<file path="config.mk">
export PLATFORM = sky130hd
export DESIGN_NAME = snk_ioctl_loader_flat
export DESIGN_NICKNAME = d
export VERILOG_FILES = /design/src/rtl/snk_ioctl_loader_pkg.sv /design/src/rtl/snk_ioctl_loader_if.sv /design/src/rtl/snk_ioctl_loader_fifo.sv /design/src/rtl/snk_ioctl_loader.sv /design/src/flat_wrapper.sv
export SDC_FILE = /design/constraint.sdc
export NUM_CORES = 1
export LEC_CHECK = 0
export ABC_AREA = 0
export CAP_MARGIN = 25
export CORE_AREA = 2 2 151 153
export CTS_CLUSTER_DIAMETER = 100
export DETAILED_ROUTE_END_ITERATION = 8
export DIE_AREA = 0 0 153 155
export PLACE_DENSITY = 0.88
export SYNTH_ARGS = -nofsm -noshare
export SYNTH_HDL_FRONTEND = slang
export SYNTH_SLANG_ARGS = --single-unit
</file>
<file path="constraint.sdc">
create_clock -name i_clk -period 5.41 [get_ports i_clk]
set_input_delay 0.541 -clock i_clk [delete_from_list [all_inputs] [get_ports i_clk]]
set_output_delay 0.541 -clock i_clk [all_outputs]
set_load 0.03 [all_outputs]
</file>
<file path="src/rtl/snk_ioctl_loader_pkg.sv">
// Shared types for the ioctl ROM-download loader: FSM states, FIFO word
// layout and the byte-lane selection helper.
package snk_loader_pkg;

  typedef enum logic [1:0] {
    IDLE,
    EMIT,
    GAP
  } loader_state_t;

  localparam int unsigned BYTES_PER_WORD = 4;

  typedef struct packed {
    logic [22:0] addr;
    logic [31:0] data;
  } loader_word_t;

  // Big-endian order walks lanes 3..0, little-endian walks lanes 0..3.
  function automatic logic [7:0] select_byte(input logic [31:0] data,
                                             input logic [1:0]  idx,
                                             input bit          big_endian);
    logic [1:0] lane;
    lane = big_endian ? ~idx : idx;
    return data[{lane, 3'b000} +: 8];
  endfunction

endpackage

</file>
<file path="src/rtl/snk_ioctl_loader_if.sv">
// Bridge-side word writes and core-side ioctl byte writes of the loader.
interface snk_ioctl_loader_if;

  logic        dl_active;
  logic        bridge_wr;
  logic [24:0] bridge_addr;
  logic [31:0] bridge_wr_data;
  logic        word_ready;
  logic [24:0] ioctl_addr;
  logic [7:0]  ioctl_data;
  logic        ioctl_wr;
  logic        ioctl_download;
  logic        dl_done;
  logic        overflow;

  modport master (
    output dl_active, bridge_wr, bridge_addr, bridge_wr_data,
    input  word_ready, ioctl_addr, ioctl_data, ioctl_wr,
           ioctl_download, dl_done, overflow
  );

  modport slave (
    input  dl_active, bridge_wr, bridge_addr, bridge_wr_data,
    output word_ready, ioctl_addr, ioctl_data, ioctl_wr,
           ioctl_download, dl_done, overflow
  );

endinterface

</file>
<file path="src/rtl/snk_ioctl_loader_fifo.sv">
// Synchronous word FIFO for the loader; supports push and pop in the same
// cycle, including push while full when a pop frees the slot.
module snk_loader_fifo
  import snk_loader_pkg::*;
#(
  parameter int unsigned DEPTH = 4
) (
  input  logic         i_clk,
  input  logic         reset,
  input  logic         push,
  input  logic         pop,
  input  loader_word_t wr_word,
  output loader_word_t rd_word,
  output logic         full,
  output logic         empty
);

  localparam int unsigned AW = $clog2(DEPTH);
  localparam logic [AW:0] PTR_ONE = {{AW{1'b0}}, 1'b1};

  loader_word_t mem [DEPTH];
  logic [AW:0]  wr_ptr;
  logic [AW:0]  rd_ptr;

  always_ff @(posedge i_clk) begin
    if (reset) begin
      wr_ptr <= '0;
      rd_ptr <= '0;
    end else begin
      if (push) wr_ptr <= wr_ptr + PTR_ONE;
      if (pop)  rd_ptr <= rd_ptr + PTR_ONE;
    end
  end

  always_ff @(posedge i_clk) begin
    if (push) mem[wr_ptr[AW-1:0]] <= wr_word;
  end

  // Extra pointer MSB distinguishes full from empty when the indices match.
  assign rd_word = mem[rd_ptr[AW-1:0]];
  assign empty   = (wr_ptr == rd_ptr);
  assign full    = (wr_ptr[AW] != rd_ptr[AW]) && (wr_ptr[AW-1:0] == rd_ptr[AW-1:0]);

endmodule

</file>
<file path="src/rtl/snk_ioctl_loader.sv">
// Buffers 32-bit bridge words and serialises them into paced single-byte
// ioctl writes for the SNK core ROM download path.
module snk_ioctl_loader
  import snk_loader_pkg::*;
#(
  parameter int unsigned WRITE_GAP  = 4,
  parameter int unsigned FIFO_DEPTH = 4,
  parameter bit          BIG_ENDIAN = 1'b1
) (
  input logic               i_clk,
  input logic               reset,
  snk_ioctl_loader_if.slave bus
);

  localparam logic [7:0] GAP_INIT = 8'(WRITE_GAP - 1);
  localparam logic [1:0] LAST_IDX = 2'(BYTES_PER_WORD - 1);

  loader_state_t state, state_next;
  logic [1:0]    byte_idx, byte_idx_next;
  logic [7:0]    gap_cnt, gap_cnt_next;
  loader_word_t  cur_word, cur_word_next;

  logic          pop;
  logic          push;
  logic          drop;
  logic          busy;
  logic          fifo_full;
  logic          fifo_empty;
  loader_word_t  fifo_word;
  loader_word_t  in_word;

  assign in_word.addr = bus.bridge_addr[24:2];
  assign in_word.data = bus.bridge_wr_data;

  // A pop in the same cycle frees a slot, so a push while full is accepted.
  assign push = bus.bridge_wr && (!fifo_full || pop);
  assign drop = bus.bridge_wr && fifo_full && !pop;
  assign busy = bus.dl_active || !fifo_empty || (state != IDLE);

  assign bus.word_ready = !fifo_full;

  snk_loader_fifo #(
    .DEPTH (FIFO_DEPTH)
  ) u_fifo (
    .i_clk   (i_clk),
    .reset   (reset),
    .push    (push),
    .pop     (pop),
    .wr_word (in_word),
    .rd_word (fifo_word),
    .full    (fifo_full),
    .empty   (fifo_empty)
  );

  always_ff @(posedge i_clk) begin
    if (reset) begin
      state    <= IDLE;
      byte_idx <= '0;
      gap_cnt  <= '0;
      cur_word <= '0;
    end else begin
      state    <= state_next;
      byte_idx <= byte_idx_next;
      gap_cnt  <= gap_cnt_next;
      cur_word <= cur_word_next;
    end
  end

  always_comb begin
    logic decide;
    state_next    = state;
    byte_idx_next = byte_idx;
    gap_cnt_next  = gap_cnt;
    cur_word_next = cur_word;
    pop           = 1'b0;
    decide        = 1'b0;

    unique case (state)
      IDLE: begin
        if (!fifo_empty) begin
          pop           = 1'b1;
          cur_word_next = fifo_word;
          byte_idx_next = '0;
          state_next    = EMIT;
        end
      end
      EMIT: begin
        if (WRITE_GAP == 1) begin
          decide = 1'b1;
        end else begin
          state_next   = GAP;
          gap_cnt_next = GAP_INIT;
        end
      end
      GAP: begin
        gap_cnt_next = gap_cnt - 8'd1;
        if (gap_cnt == 8'd1) decide = 1'b1;
      end
      default: state_next = IDLE;
    endcase

    // Shared by EMIT (gap of 1) and the final GAP cycle so pacing holds
    // across word boundaries.
    if (decide) begin
      if (byte_idx != LAST_IDX) begin
        byte_idx_next = byte_idx + 2'd1;
        state_next    = EMIT;
      end else if (!fifo_empty) begin
        pop           = 1'b1;
        cur_word_next = fifo_word;
        byte_idx_next = '0;
        state_next    = EMIT;
      end else begin
        state_next = IDLE;
      end
    end
  end

  always_ff @(posedge i_clk) begin
    if (reset) begin
      bus.ioctl_wr       <= 1'b0;
      bus.ioctl_addr     <= '0;
      bus.ioctl_data     <= '0;
      bus.ioctl_download <= 1'b0;
      bus.dl_done        <= 1'b0;
      bus.overflow       <= 1'b0;
    end else begin
      bus.ioctl_wr <= (state == EMIT);
      if (state == EMIT) begin
        bus.ioctl_addr <= {cur_word.addr, byte_idx};
        bus.ioctl_data <= select_byte(cur_word.data, byte_idx, BIG_ENDIAN);
      end
      bus.ioctl_download <= busy;
      bus.dl_done        <= bus.ioctl_download && !busy;
      if (drop) bus.overflow <= 1'b1;
    end
  end

endmodule

</file>
<file path="src/flat_wrapper.sv">
// flat-port wrapper written by rule: the top's interface ports become plain ports
module snk_ioctl_loader_flat import snk_loader_pkg::*;
#(
  parameter int unsigned WRITE_GAP  = 4,
  parameter int unsigned FIFO_DEPTH = 4,
  parameter bit          BIG_ENDIAN = 1'b1
)
  (i_clk, reset, bus_dl_active, bus_bridge_wr, bus_bridge_addr, bus_bridge_wr_data, bus_word_ready, bus_ioctl_addr, bus_ioctl_data, bus_ioctl_wr, bus_ioctl_download, bus_dl_done, bus_overflow);
  snk_ioctl_loader_if bus_i ();
  input logic i_clk;
  input logic reset;
  input wire logic [$bits(bus_i.dl_active)-1:0] bus_dl_active;
  input wire logic [$bits(bus_i.bridge_wr)-1:0] bus_bridge_wr;
  input wire logic [$bits(bus_i.bridge_addr)-1:0] bus_bridge_addr;
  input wire logic [$bits(bus_i.bridge_wr_data)-1:0] bus_bridge_wr_data;
  output wire logic [$bits(bus_i.word_ready)-1:0] bus_word_ready;
  output wire logic [$bits(bus_i.ioctl_addr)-1:0] bus_ioctl_addr;
  output wire logic [$bits(bus_i.ioctl_data)-1:0] bus_ioctl_data;
  output wire logic [$bits(bus_i.ioctl_wr)-1:0] bus_ioctl_wr;
  output wire logic [$bits(bus_i.ioctl_download)-1:0] bus_ioctl_download;
  output wire logic [$bits(bus_i.dl_done)-1:0] bus_dl_done;
  output wire logic [$bits(bus_i.overflow)-1:0] bus_overflow;
  assign bus_i.dl_active = bus_dl_active;
  assign bus_i.bridge_wr = bus_bridge_wr;
  assign bus_i.bridge_addr = bus_bridge_addr;
  assign bus_i.bridge_wr_data = bus_bridge_wr_data;
  assign bus_word_ready = bus_i.word_ready;
  assign bus_ioctl_addr = bus_i.ioctl_addr;
  assign bus_ioctl_data = bus_i.ioctl_data;
  assign bus_ioctl_wr = bus_i.ioctl_wr;
  assign bus_ioctl_download = bus_i.ioctl_download;
  assign bus_dl_done = bus_i.dl_done;
  assign bus_overflow = bus_i.overflow;
  snk_ioctl_loader #(.WRITE_GAP(WRITE_GAP), .FIFO_DEPTH(FIFO_DEPTH), .BIG_ENDIAN(BIG_ENDIAN)) u_core (.i_clk(i_clk), .reset(reset), .bus(bus_i));
endmodule
</file>
### Yosys cells after proc, flatten, opt, wreduce, memory -nomap -nowiden

Memory sizes are Yosys's and may differ from the RTL's. A register that Yosys moved wholly into a read port is not among the register bits.
Cells that the tools add are included.

* $add $sub $neg: 4
* equal/unequal tests: 9
* shift operators: 1
* muxes and demuxes: 27
* bitwise operators: 1
* reduce and logical (&&, ||, !) cells: 16

Operators by type and width (number)
* $mux W55: 5
* $shiftx A32 B6 Y8: 1
* $mux W2: 10
* $pmux W8 S2: 1
* $mux W1: 10
* $eq A8 B1 Y1 const B: 1
* $sub A8 B1 Y8 const B: 1
* $add A3 B1 Y3 const B: 2
* $pmux W2 S3: 1
* $logic_and A1 B1 Y1: 5
* $logic_not A1 Y1: 4
* $reduce_bool A2 Y1: 2
* $eq A3 B3 Y1: 1
* $logic_or A1 B1 Y1: 3
* $ne A3 B3 Y1 const B: 1
* $add A2 B1 Y2 const B: 1
* $eq A2 B1 Y1 const B: 1
* $eq A2 B2 Y1: 1
* $eq A2 B2 Y1 const B: 1
* $logic_not A2 Y1: 1
* $ne A2 B1 Y1 const B: 1
* $ne A2 B2 Y1 const B: 1
* $not A2 Y2: 1
* $reduce_and A2 Y1: 1
* $ne A1 B1 Y1: 1

* bits in registers: 110
* bits in writable memories: 220
* input port bits: 61
* output and inout bits: 38
* logic and storage cells: 72
* memories kept: 1

Memory list
* u_core.u_fifo.mem: depth 4, bits a word 55, rd ports 1, clocked after Yosys merged registers in 1, wr ports 1, line snk_ioctl_loader_fifo.sv:21 `loader_word_t mem [DEPTH];`

### Depth between registers and ports, before layout

Gate-level depths: netlist of run 1.

* word-level depth: 10
* mapped depth: 8
* gate-level depth less buffers: 6

### Hierarchy

A second synthesis of run 1 with hierarchy kept.

* cells, all modules: 718
* area, all modules: 12488.2 um2

Modules (own cells, without submodules)
* snk_loader_fifo: instances 1, cells an instance 327, area each 8404.3 um2, seq. area each 6766.5 um2
* snk_ioctl_loader: instances 1, cells an instance 391, area each 4083.9 um2, seq. area each 2082.0 um2

### Worst setup path before layout of run 1

No wires, ideal clock.

* path kind: register to register
* from: reg u_core.state[0]
* to: reg u_core.u_fifo.wr_ptr[2]
* library setup time: 0.126 ns
* arrival time: 4.711 ns
* data required time: 5.284 ns
* path slack: 0.573 ns
* cell stages (with the launch flop): 7
* path buffers: 0
* clock period less this slack: 4.837 ns
* cells stage by stage: dfxtp_1 inv_1 ha_1 or4b_4 or3_1 a21oi_1 mux2_2

* cells in the longest elaborated chain, start to end: 7
* elaborated cells on any way between the ends: 9
* those cells by class: eq/ne: 1; mux: 5; reduce/logical: 3

Ends and longest elaborated chain
* from (decl): line snk_ioctl_loader.sv:18 `loader_state_t state, state_next;`
* from (signal assigned): line snk_ioctl_loader.sv:62 `state <= state_next;`
* $logic_not A2 Y1: line snk_ioctl_loader.sv:78 `unique case (state)`
* $mux W1: line snk_ioctl_loader.sv:78
* $mux W1: line snk_ioctl_loader.sv:108 `end else if (!fifo_empty) begin`
* $mux W1: line snk_ioctl_loader.sv:105 `if (byte_idx != LAST_IDX) begin`
* $mux W1 *: line snk_ioctl_loader.sv:104 `if (decide) begin`
* $logic_or A1 B1 Y1 *: line snk_ioctl_loader.sv:36 `assign push = bus.bridge_wr && (!fifo_full || pop);`
* $logic_and A1 B1 Y1 *: line snk_ioctl_loader.sv:36
* to (signal assigned): line snk_ioctl_loader_fifo.sv:30 `if (push) wr_ptr <= wr_ptr + PTR_ONE;`
* to (decl): line snk_ioctl_loader_fifo.sv:22 `logic [AW:0] wr_ptr;`

Every way passes the cells marked *; elsewhere a longest branch is shown, timed or not.
A chain may end at the register's enable or synchronous reset.

==> summary.txt, run 1 <==
mean routed wirelength per cell: 22.2 um
Pwr Density: 496 nW/um2
r2r setup slk: 1800 ps
Seq cells post-synth: 332
HP Class: register to register
Root Driver: clkbuf_16
Arr. time, crit path: 3820 ps
Hold Path Stages: 2
Max VDD drop: 371 uV
# Max-Cap Violations: 0
switching fraction of total power: 30.1%
Pre-Repair DR Iteration Count: 5
final hold violation count: 0
final-layout fill cell count: 1425
HP Start: u_core.cur_word[13]
Synth-to-Final Area Change: 18.8%
RSZ-0062 raised after global routing: no
drt drc: 0
Slew Viols, Final: 0
Design Power: 7.40 mW
leakage power: 4.90 nW
I/O pins: 99
total gr overflow: 0
Max Fclk: 0.277 GHz
final WL: 26400 um
vias per cell: 6.09
Req. time, crit path: 5620 ps
Netlist cell types: 40
cell row count: 55
Startpoint Class: register
ANT nets after route: 0
vias in the first global route: 7471
FF+latch area: 8850 um2
Mapped Area: 12500 um2
antenna violations before repair: 3
setup violation total in the final timing report: 0
Post-Synthesis Cells: 794
Placed Instance Area: 13800 um2
outcome: completed
sequential area share after synthesis: 70.5%
Clock power frac: 30.3%
gp weighted congestion: 0.789
clk_lat worst skew: 550 ps
Reg clk slew, reported paths: 70 ps
Resized Gates After CTS: 0
cell-internal power: 5.17 mW
wire length on met2: 13700 um
NumNets Final: 955
Post-CTS Setup Inserts: 0
routed vias: 7269
initial core utilization: 56.4%
Die X: 153 um
crit path max fanout: 32
CTS tree: done
core area: 22200 um2
number of flops mapped to enable cells by yosys: 220
Post-synth top flop: edfxtp_1
Max-slew headroom: 38.4%
worst slew pin tran: 925 ps
crit share post-route: 66.7%
final instance area: 14900 um2
input/output buffers: 96
layout cell share with drive strength beyond 1: 15.7%
syn_area_per_cell: 15.8 um2
worst hold margin: 477 ps
CTS max path bufs: 3
Tmin final: 3610 ps
yosys warns: 0
sequential share of power: 44.5%
DR top layer: met5
worst r2r path cells: 6
die height: 155 um
Hold-fix buffers, CTS: 0
kind of critical path: register to register
Min-Delay Endpoint: u_core.cur_word[13]
CP Capture Type: register
CTS Buf Count: 31
detailed-placement wirelength estimate: 15600 um
Logic pwr share: 25.1%
largest net degree at the start of global routing: 68
R2R Path End: u_core.u_fifo.mem[0][1]
area of the die: 23700 um2
CTS sink cnt: 332
Worst Skew: 12.3 ps
post-synth net total: 867
FFs w/ async S/R, synth: 0%
DR iter-0 viols: 673
met3 routed WL: 1850 um
Metal-1 WL: 10300 um
P_sw: 2.23 mW
gr usage total: 22.1%
H-tree depth: 1
first-pass GRT wire length: 40700 um
Setup TNS: 0 ps
Multi-input gate area: 3450 um2
state kept, by name (all words and copies together) (netlist names), named ones only:
| name | cells |
|---|---|
| u_core.cur_word | 55 |
| u_core.u_fifo.rd_ptr | 3 |
| u_core.bus.ioctl_wr | 1 |
| u_core.state | 2 |
| u_core.gap_cnt | 8 |
| u_core.u_fifo.mem | 220 |
| u_core.bus.dl_done | 1 |
| u_core.bus.ioctl_data | 8 |
| u_core.bus.overflow | 1 |
| u_core.bus.ioctl_download | 1 |
| u_core.u_fifo.wr_ptr | 3 |
| u_core.bus.ioctl_addr | 25 |
area by class of cell:
class	count	area share [%]
sequential	332	59.4
tap	285	2.39
clock buffer	45	6.25
clock inverter	12	0.974
multi-input combinational	395	23.2
antenna	2	0.0336
inverter	12	0.302
timing repair buffer	110	7.49
cells in the final DEF, fill, tap and decap left out, types with 2 or more instances in the layout:
master | Yosys | layout
dfxtp_1 | 112 | 110
nor2_1 | 49 | 49
clkinv_1 | 0 | 2
xor2_1 | 6 | 6
ha_1 | 12 | 11
nor2b_1 | 2 | 2
and2_2 | 0 | 3
inv_1 | 12 | 12
diode_2 | 0 | 2
mux4_2 | 63 | 63
clkbuf_8 | 0 | 6
edfxtp_1 | 220 | 220
nor4_1 | 2 | 2
nand2_1 | 6 | 6
a311oi_1 | 2 | 2
clkbuf_16 | 0 | 33
clkdlybuf4s50_1 | 0 | 95
bufinv_16 | 0 | 3
buf_12 | 0 | 2
clkbuf_1 | 37 | 6
or4b_4 | 2 | 2
a21oi_1 | 61 | 60
clkinv_2 | 0 | 4
mux2i_1 | 34 | 34
nand3_1 | 60 | 60
xnor2_1 | 4 | 4
nor3_1 | 4 | 3
buf_4 | 4 | 11
or3_1 | 6 | 5
nor3b_1 | 3 | 3
o21ai_0 | 61 | 61
critical path, cell delays in order (launching register included):
cell and delay (ps):
dfxtp_1 820, ha_1 290, inv_1 100, or3_1 470
a21boi_2 280, and2_2 810, buf_4 480
cell families after synthesis:
group	synth area share, %
AND/OR/NAND/NOR	5.37
buffers and inverters	2.23
XOR/XNOR	0.698
adder cells (fa/ha/maj)	1.20
flip-flops	70.5
AO/OA/AOI/OAI	5.77
multiplexers	14.2
power groups by stage:
| stage | clock network [mW] | registers (mW) | logic [mW] |
|---|---|---|---|
| after floorplan | 0 | 3.29 | 1.29 |
| after global placement | 0 | 3.31 | 1.71 |
| after detailed placement | 0 | 3.33 | 1.80 |
| after CTS | 2.27 | 3.29 | 1.83 |
| after global routing | 2.36 | 3.33 | 2.01 |
| final | 2.24 | 3.29 | 1.86 |
cells in the mapped netlist (2+ instances only):
cell	instances	area, um2
inv_1	12	45.0
nand3_1	60	300
xnor2_1	4	35.0
buf_1	8	30.0
ha_1	12	150
buf_4	4	30.0
nor2_1	49	184
edfxtp_1	220	6610
o21ai_0	61	305
nor2b_1	2	12.5
or4b_4	2	27.5
a311oi_1	2	17.5
clkbuf_1	37	139
nor3_1	4	20.0
dfxtp_1	112	2240
nor3b_1	3	22.5
or3_1	6	37.5
nand2_1	6	22.5
buf_2	5	25.0
xor2_1	6	52.6
mux4_2	63	1420
a21oi_1	61	305
and2_1	4	25.0
nor4_1	2	12.5
mux2i_1	34	340
worst max path at each step:
stage / start / to / slack, ps / cells past startpoint
final: register / u_core.u_fifo.mem[0][1] / 1800 / 6
after global routing: register / u_core.u_fifo.mem[0][32] / 1520 / 6
after CTS: register / u_core.u_fifo.mem[0][29] / 1730 / 6
after detailed placement: register / u_core.u_fifo.mem[0][29] / 1760 / 6
after global placement: register / u_core.u_fifo.mem[0][11] / 1810 / 6
after floorplan: u_core.state[0] / u_core.u_fifo.wr_ptr[2] / 570 / 6
per-layer routing:
layer / up-vias / global-route usage [%]
met5: - / 0
met4: 2 / 7.10
met3: 46 / 4.68
met2: 282 / 38.4
met1: 3708 / 28.0
li1: 3231 / -
per-stage QoR:
step                      util, %  std cells  worst slack, ps
after floorplan                 -        794              573
after global placement       61.9       1131             1810
after detailed placement     62.1       1133             1760
after CTS                    66.9       1190             1730
after global routing         67.0       1191             1520
final                        67.0       1193             1800
(Power assumes the default switching activity.)
==> inputs of run 2 (changes only) <==
clock period = 3.6 ns   (was 5.41 ns; I/O delays follow)
==> run 2 against run 1 <==
  * Register-to-register slack lost 1000 ps
  * Final area rose by 0.87%
  * Setup slack worse by 1000 ps
  * Final cell count up 0.92%
  * Critical endpoint is now u_core.u_fifo.mem[2][54]
  * Highest routed layer is now met4
==> summary.txt, run 2 (synthesized netlist as in run 1, its figures left out) <==
worst slew pin tran: 1020 ps (+95.1 ps)
Finished Core Util: 67.6% (+0.59 points)
Pwr Density: 749 nW/um2 (+51%)
CTS sink cnt: 332 (unchanged)
DR iter-0 viols: 682 (+1.3%)
Worst Skew: 23.8 ps (+11.5 ps)
Reg clk slew, reported paths: 60 ps (about the same)
Startpoint Class: register
Pre-Repair DR Iteration Count: 7 (+2)
P_sw: 3.43 mW (+54%)
Clock power frac: 31.0% (+0.7 points)
detailed-placement wirelength estimate: 15100 um (-3.0%)
Hold-fix buffers, CTS: 0 (unchanged)
sequential share of power: 44.2% (-0.3 points)
Max-slew headroom: 32.0% (-6.3 points)
HP Start: reset
Logic pwr share: 24.7% (-0.4 points)
gp weighted congestion: 0.789 (unchanged)
setup violation total in the final timing report: 0 (unchanged)
cell row count: 55 (unchanged)
Synth-to-Final Area Change: 19.8%
Slew Viols, Final: 0 (unchanged)
Post-CTS Setup Inserts: 0 (unchanged)
Req. time, crit path: 3780 ps (-1840 ps)
commonest non-fill, non-tap cell in the layout: edfxtp_1
total gr overflow: 0 (unchanged)
final WL: 27100 um (+2.4%)
Tmin final: 2820 ps (-785 ps)
fin worst setup slack: 777 ps (-1020 ps)
Max VDD drop: 443 uV (+20%)
input/output buffers: 96 (unchanged)
Resized Gates After CTS: 0 (unchanged)
Crit-path slowest cell: or4b_4
setup slack at placement: 823 ps (-936 ps)
clk_lat worst skew: 520 ps (-30 ps)
CP Capture Type: register
H-tree depth: 2 (+1)
CTS max path bufs: 3 (unchanged)
commonest cells after routing, fill and taps aside: edfxtp_1, dfxtp_1, clkdlybuf4s50_1, mux4_2, o21ai_0
r2r setup slk: 780 ps (-1020 ps)
vias in the first global route: 7711 (+3.2%)
CTS tree: done
die height: 155 um (unchanged)
CP Cell Sequence: inv_1, ha_1, or4b_4, or3_1, a21boi_2, and2_2, buf_12
cell-internal power: 7.83 mW (+52%)
NumNets Final: 965 (+1.0%)
final hold violation count: 0 (unchanged)
antenna violations before repair: 1 (-2)
switching fraction of total power: 30.5% (+0.34 points)
critical path startpoint: u_core.state[0]
gr usage total: 22.9% (+0.88 points)
# Max-Cap Violations: 0 (unchanged)
drt drc: 0 (unchanged)
mean routed wirelength per cell: 22.5 um (+1.5%)
core area: 22200 um2 (unchanged)
area of the die: 23700 um2 (unchanged)
initial core utilization: 56.4% (unchanged)
crit path max fanout: 42 (+31%)
routed vias: 7395 (+1.7%)
RSZ-0062 raised after global routing: no
Max Fclk: 0.354 GHz (+28%)
layout cell share with drive strength beyond 1: 17.0% (+1.3 points)
Arr. time, crit path: 3000 ps (-820 ps)
outcome: completed
crit-path leading delay family: simple AND/OR/NAND/NOR gates
kind of critical path: register to register
CP max stage delay: 540 ps (-280 ps)
first-pass GRT wire length: 42200 um (+3.6%)
crit share post-route: 78.4% (+12 points)
largest net degree at the start of global routing: 71 (+4.4%)
HP Class: input pin to register
Design Power: 11.3 mW (+52%)
I/O pins: 99 (unchanged)
ANT nets after route: 0 (unchanged)
Root Driver: clkbuf_16
Die X: 153 um (unchanged)
Setup TNS: 0 ps (unchanged)
crit path buf inv count: 2 (unchanged)
final-layout fill cell count: 1441 (+1.1%)
leakage power: 4.97 nW (+1.5%)
CTS Buf Count: 34 (+9.7%)
vias per cell: 6.14 (+0.80%)
reg2reg start: u_core.state[0]
number of flip-flops in the largest register: 220 (unchanged)
run 2: cell types whose count changed in the layout (fill, tap and decap cells not counted), moves of 2 or more:
cell	delta
buf_4	+5
buf_12	+4
clkinv_2	+3
inv_6	+2
clkbuf_16	+2
run 2: cell type report:
class	instances	area (um2)	area share (%)
flip-flops and latches	332	8850	58.9
clock inverters	16	156	1.04
multi-input cells	395	3450	23.0
well taps	285	357	2.37
diodes	1	2.50	0.0166
clock buffers	46	977	6.50
repair buffers	117	1190	7.92
inverters	12	45.0	0.300
run 2: path summary, 6_finish.rpt:
check / end / cells after the start
hold / removal: u_core.bus.ioctl_addr[8] / 2
setup reg to reg: u_core.u_fifo.mem[2][54] / 7
setup / recovery: u_core.u_fifo.mem[2][54] / 7
hold reg to reg: u_core.cur_word[49] / 2
run 2: layer usage:
| layer | track usage (%) | part of all wire [%] | vias up |
|---|---|---|---|
| met5 | 0 | 0 | - |
| met1 | 28.8 | 38 | 3641 |
| met3 | 4.96 | 7.5 | 86 |
| met4 | 10.4 | 4.0 | 0 |
| li1 | - | - | 3258 |
| met2 | 38.7 | 50 | 410 |
run 2: power groups by stage:
| stage | registers, mW | logic, mW | clock network (mW) |
|---|---|---|---|
| finish | 4.98 | 2.78 | 3.50 |
| global route | 5.04 | 2.98 | 3.69 |
| CTS | 4.98 | 2.74 | 3.54 |
| detailed placement | 5.04 | 2.67 | 0 |
| global placement | 5.01 | 2.58 | 0 |
| floorplan | 4.94 | 1.94 | 0 |
run 2: metrics by stage:
| step | instances | hold slack [ps] | area (um2) |
|---|---|---|---|
| 3_5_place_dp | 1140 | 468 | 13900 |
| 2_1_floorplan | 794 | 451 | 12600 |
| 4_1_cts | 1202 | 392 | 15000 |
| 6_report | 1204 | 406 | 15000 |
| 5_1_grt | 1204 | 423 | 15000 |
| 3_3_place_gp | 1140 | 460 | 13900 |
==> inputs of run 3 (changes only) <==
clock period = 2.7 ns   (was 3.6 ns; I/O delays follow)
==> run 3 against run 2 <==
  * Hold slack worse by 160 ps
  * Sequential cell count stayed put
  * Final area is 0.55% higher
  * Critical path depth stayed put
  * Global-route usage is 0.42 points higher
  * Register-to-register slack worse by 640 ps
  * Combinational power is 41% higher
  * Non-clock buffer count is 6 higher
  * Critical path type unchanged
  * Clock skew is 0.72 ps higher
  * Sequential power is 32% higher
==> summary.txt, run 3 (synthesized netlist as in run 1, its figures left out) <==
outcome: completed
DR iter-0 viols: 737 (+8.1%)
Startpoint Class: register
reg2reg start: u_core.state[0]
crit-path leading delay family: simple AND/OR/NAND/NOR gates
final WL: 27700 um (+2.4%)
commonest cells after routing, fill and taps aside: edfxtp_1, dfxtp_1, clkdlybuf4s50_1, mux4_2, o21ai_0
r2r setup slk: 130 ps (-640 ps)
I/O pins: 99 (unchanged)
RSZ-0062 raised after global routing: no
commonest non-fill, non-tap cell in the layout: edfxtp_1
clk_lat worst skew: 560 ps (+40 ps)
crit path max fanout: 34 (-19%)
leakage power: 4.99 nW (+0.33%)
ANT nets after route: 0 (unchanged)
Reg clk slew, reported paths: 60 ps (about the same)
gr usage total: 23.4% (+0.42 points)
R2R Path End: u_core.u_fifo.mem[0][54]
CP Capture Type: register
CTS tree: done
Root Driver: clkbuf_16
Crit-path slowest cell: or4b_4
setup violation total in the final timing report: 0 (unchanged)
HP Class: input pin to register
# Max-Cap Violations: 0 (unchanged)
Synth-to-Final Area Change: 20.5%
Placed Instance Area: 14100 um2 (+1.4%)
mean routed wirelength per cell: 23.0 um (+2.3%)
crit path buf inv count: 2 (unchanged)
fin worst setup slack: 134 ps (-643 ps)
routed vias: 7410 (+0.20%)
H-tree depth: 1 (-1)
largest net degree at the start of global routing: 65 (-8.5%)
Pre-Repair DR Iteration Count: 5 (-2)
Die X: 153 um (unchanged)
Slew Viols, Final: 0 (unchanged)
NumNets Final: 968 (+0.31%)
Design Power: 14.8 mW (+31%)
Post-CTS Setup Inserts: 0 (unchanged)
core area: 22200 um2 (unchanged)
worst slew pin tran: 845 ps (-175 ps)
CP Cell Sequence: inv_2, ha_4, or4b_4, or3_4, a21boi_2, and2_4, buf_12
Multi-input gate area: 3490 um2 (+1.1%)
Min-Delay Endpoint: u_core.bus.ioctl_wr
Resized Gates After CTS: 0 (unchanged)
CP max stage delay: 520 ps (-20 ps)
kind of critical path: register to register
Max-slew headroom: 43.1% (+11 points)
worst r2r path cells: 7 (unchanged)
initial core utilization: 56.4% (unchanged)
vias per cell: 6.14 (about the same)
layout cell share with drive strength beyond 1: 17.7% (+0.72 points)
number of flip-flops in the largest register: 220 (unchanged)
vias in the first global route: 7633 (-1.0%)
area of the die: 23700 um2 (unchanged)
first-pass GRT wire length: 43000 um (+1.9%)
FF+latch area: 8860 um2 (about the same)
die height: 155 um (unchanged)
gp weighted congestion: 0.768 (-2.7%)
Max VDD drop: 752 uV (+70%)
HP Start: reset
CTS sink cnt: 332 (unchanged)
setup slack at placement: 188 ps (-636 ps)
crit share post-route: 95.1% (+17 points)
CTS Buf Count: 31 (-8.8%)
Pwr Density: 980 nW/um2 (+31%)
total gr overflow: 0 (unchanged)
Hold-fix buffers, CTS: 0 (unchanged)
CTS max path bufs: 3 (unchanged)
input/output buffers: 96 (unchanged)
Max Fclk: 0.390 GHz (+10%)
Worst Skew: 24.5 ps (+0.715 ps)
antenna violations before repair: 2 (+1)
Req. time, crit path: 2930 ps (-850 ps)
Hold Path Stages: 2 (unchanged)
final-layout fill cell count: 1378 (-4.4%)
Arr. time, crit path: 2790 ps (-210 ps)
detailed-placement wirelength estimate: 16100 um (+6.4%)
Tmin final: 2570 ps (-257 ps)
final instance area: 15100 um2 (+0.55%)
cell row count: 55 (unchanged)
drt drc: 0 (unchanged)
final hold violation count: 0 (unchanged)
## run 3: cell types whose count changed in the layout (fill, tap and decap cells not counted), moves of 3 or more
cell and delta:
and2_2 -3, and2_4 +3, buf_12 +7, clkbuf_16 -3, clkbuf_8 +3, clkinv_1 +3, clkinv_2 -5, dfxtp_1 -4
dfxtp_2 +4
## run 3: worst max path at each step
stage | cells after the start | slack [ps] | start | to
global placement | 7 | 230 | u_core.state[0] | u_core.u_fifo.mem[0][19]
CTS | 7 | 160 | u_core.state[0] | u_core.u_fifo.mem[0][54]
finish | 7 | 130 | u_core.state[0] | u_core.u_fifo.mem[0][54]
global route | 7 | 100 | u_core.state[0] | u_core.u_fifo.mem[0][54]
floorplan | 6 | -160 | u_core.state[0] | u_core.u_fifo.wr_ptr[2]
detailed placement | 7 | 190 | u_core.state[0] | u_core.u_fifo.mem[0][7]
## run 3: cell type report
type / count / share of cell area, %
sequential: 332 / 58.6
clock inverter: 10 / 0.571
clock buffer: 48 / 6.32
inverter: 12 / 0.298
multi-input combinational: 395 / 23.1
tap: 285 / 2.36
timing repair buffer: 123 / 8.76
antenna: 1 / 0.0166
## run 3: worst reg2reg max path: stages, from the launching register on
cell and delay (ps):
dfxtp_2 340, inv_2 90, ha_4 170, or4b_4 520
or3_4 390, a21boi_2 260, and2_4 230, buf_12 240
## run 3: power breakdown
part	internal (mW)	switching (mW)	leakage [nW]	total (mW)
Combinational	1.63	2.27	1.54	3.91
Clock	2.53	1.81	0.515	4.33
Sequential	6.13	0.445	2.94	6.57
Total	10.3	4.53	4.99	14.8
## run 3: per-stage QoR
step | instances | util, % | hold WS [ps] | setup TNS [ps]
global route | 1206 | 68.0 | 279 | 0
CTS | 1205 | 68.0 | 240 | 0
finish | 1206 | 68.0 | 247 | 0
floorplan | 794 | - | 369 | -5160
global placement | 1147 | 63.3 | 460 | 0
detailed placement | 1147 | 63.3 | 467 | 0
## run 3: routing by layer
metal	up-vias	wire length, um	track usage, %
li1	3263	-	-
met3	85	2000	4.12
met4	2	987	8.86
met1	3690	10500	29.2
met2	370	14200	41.1
met5	-	13	0
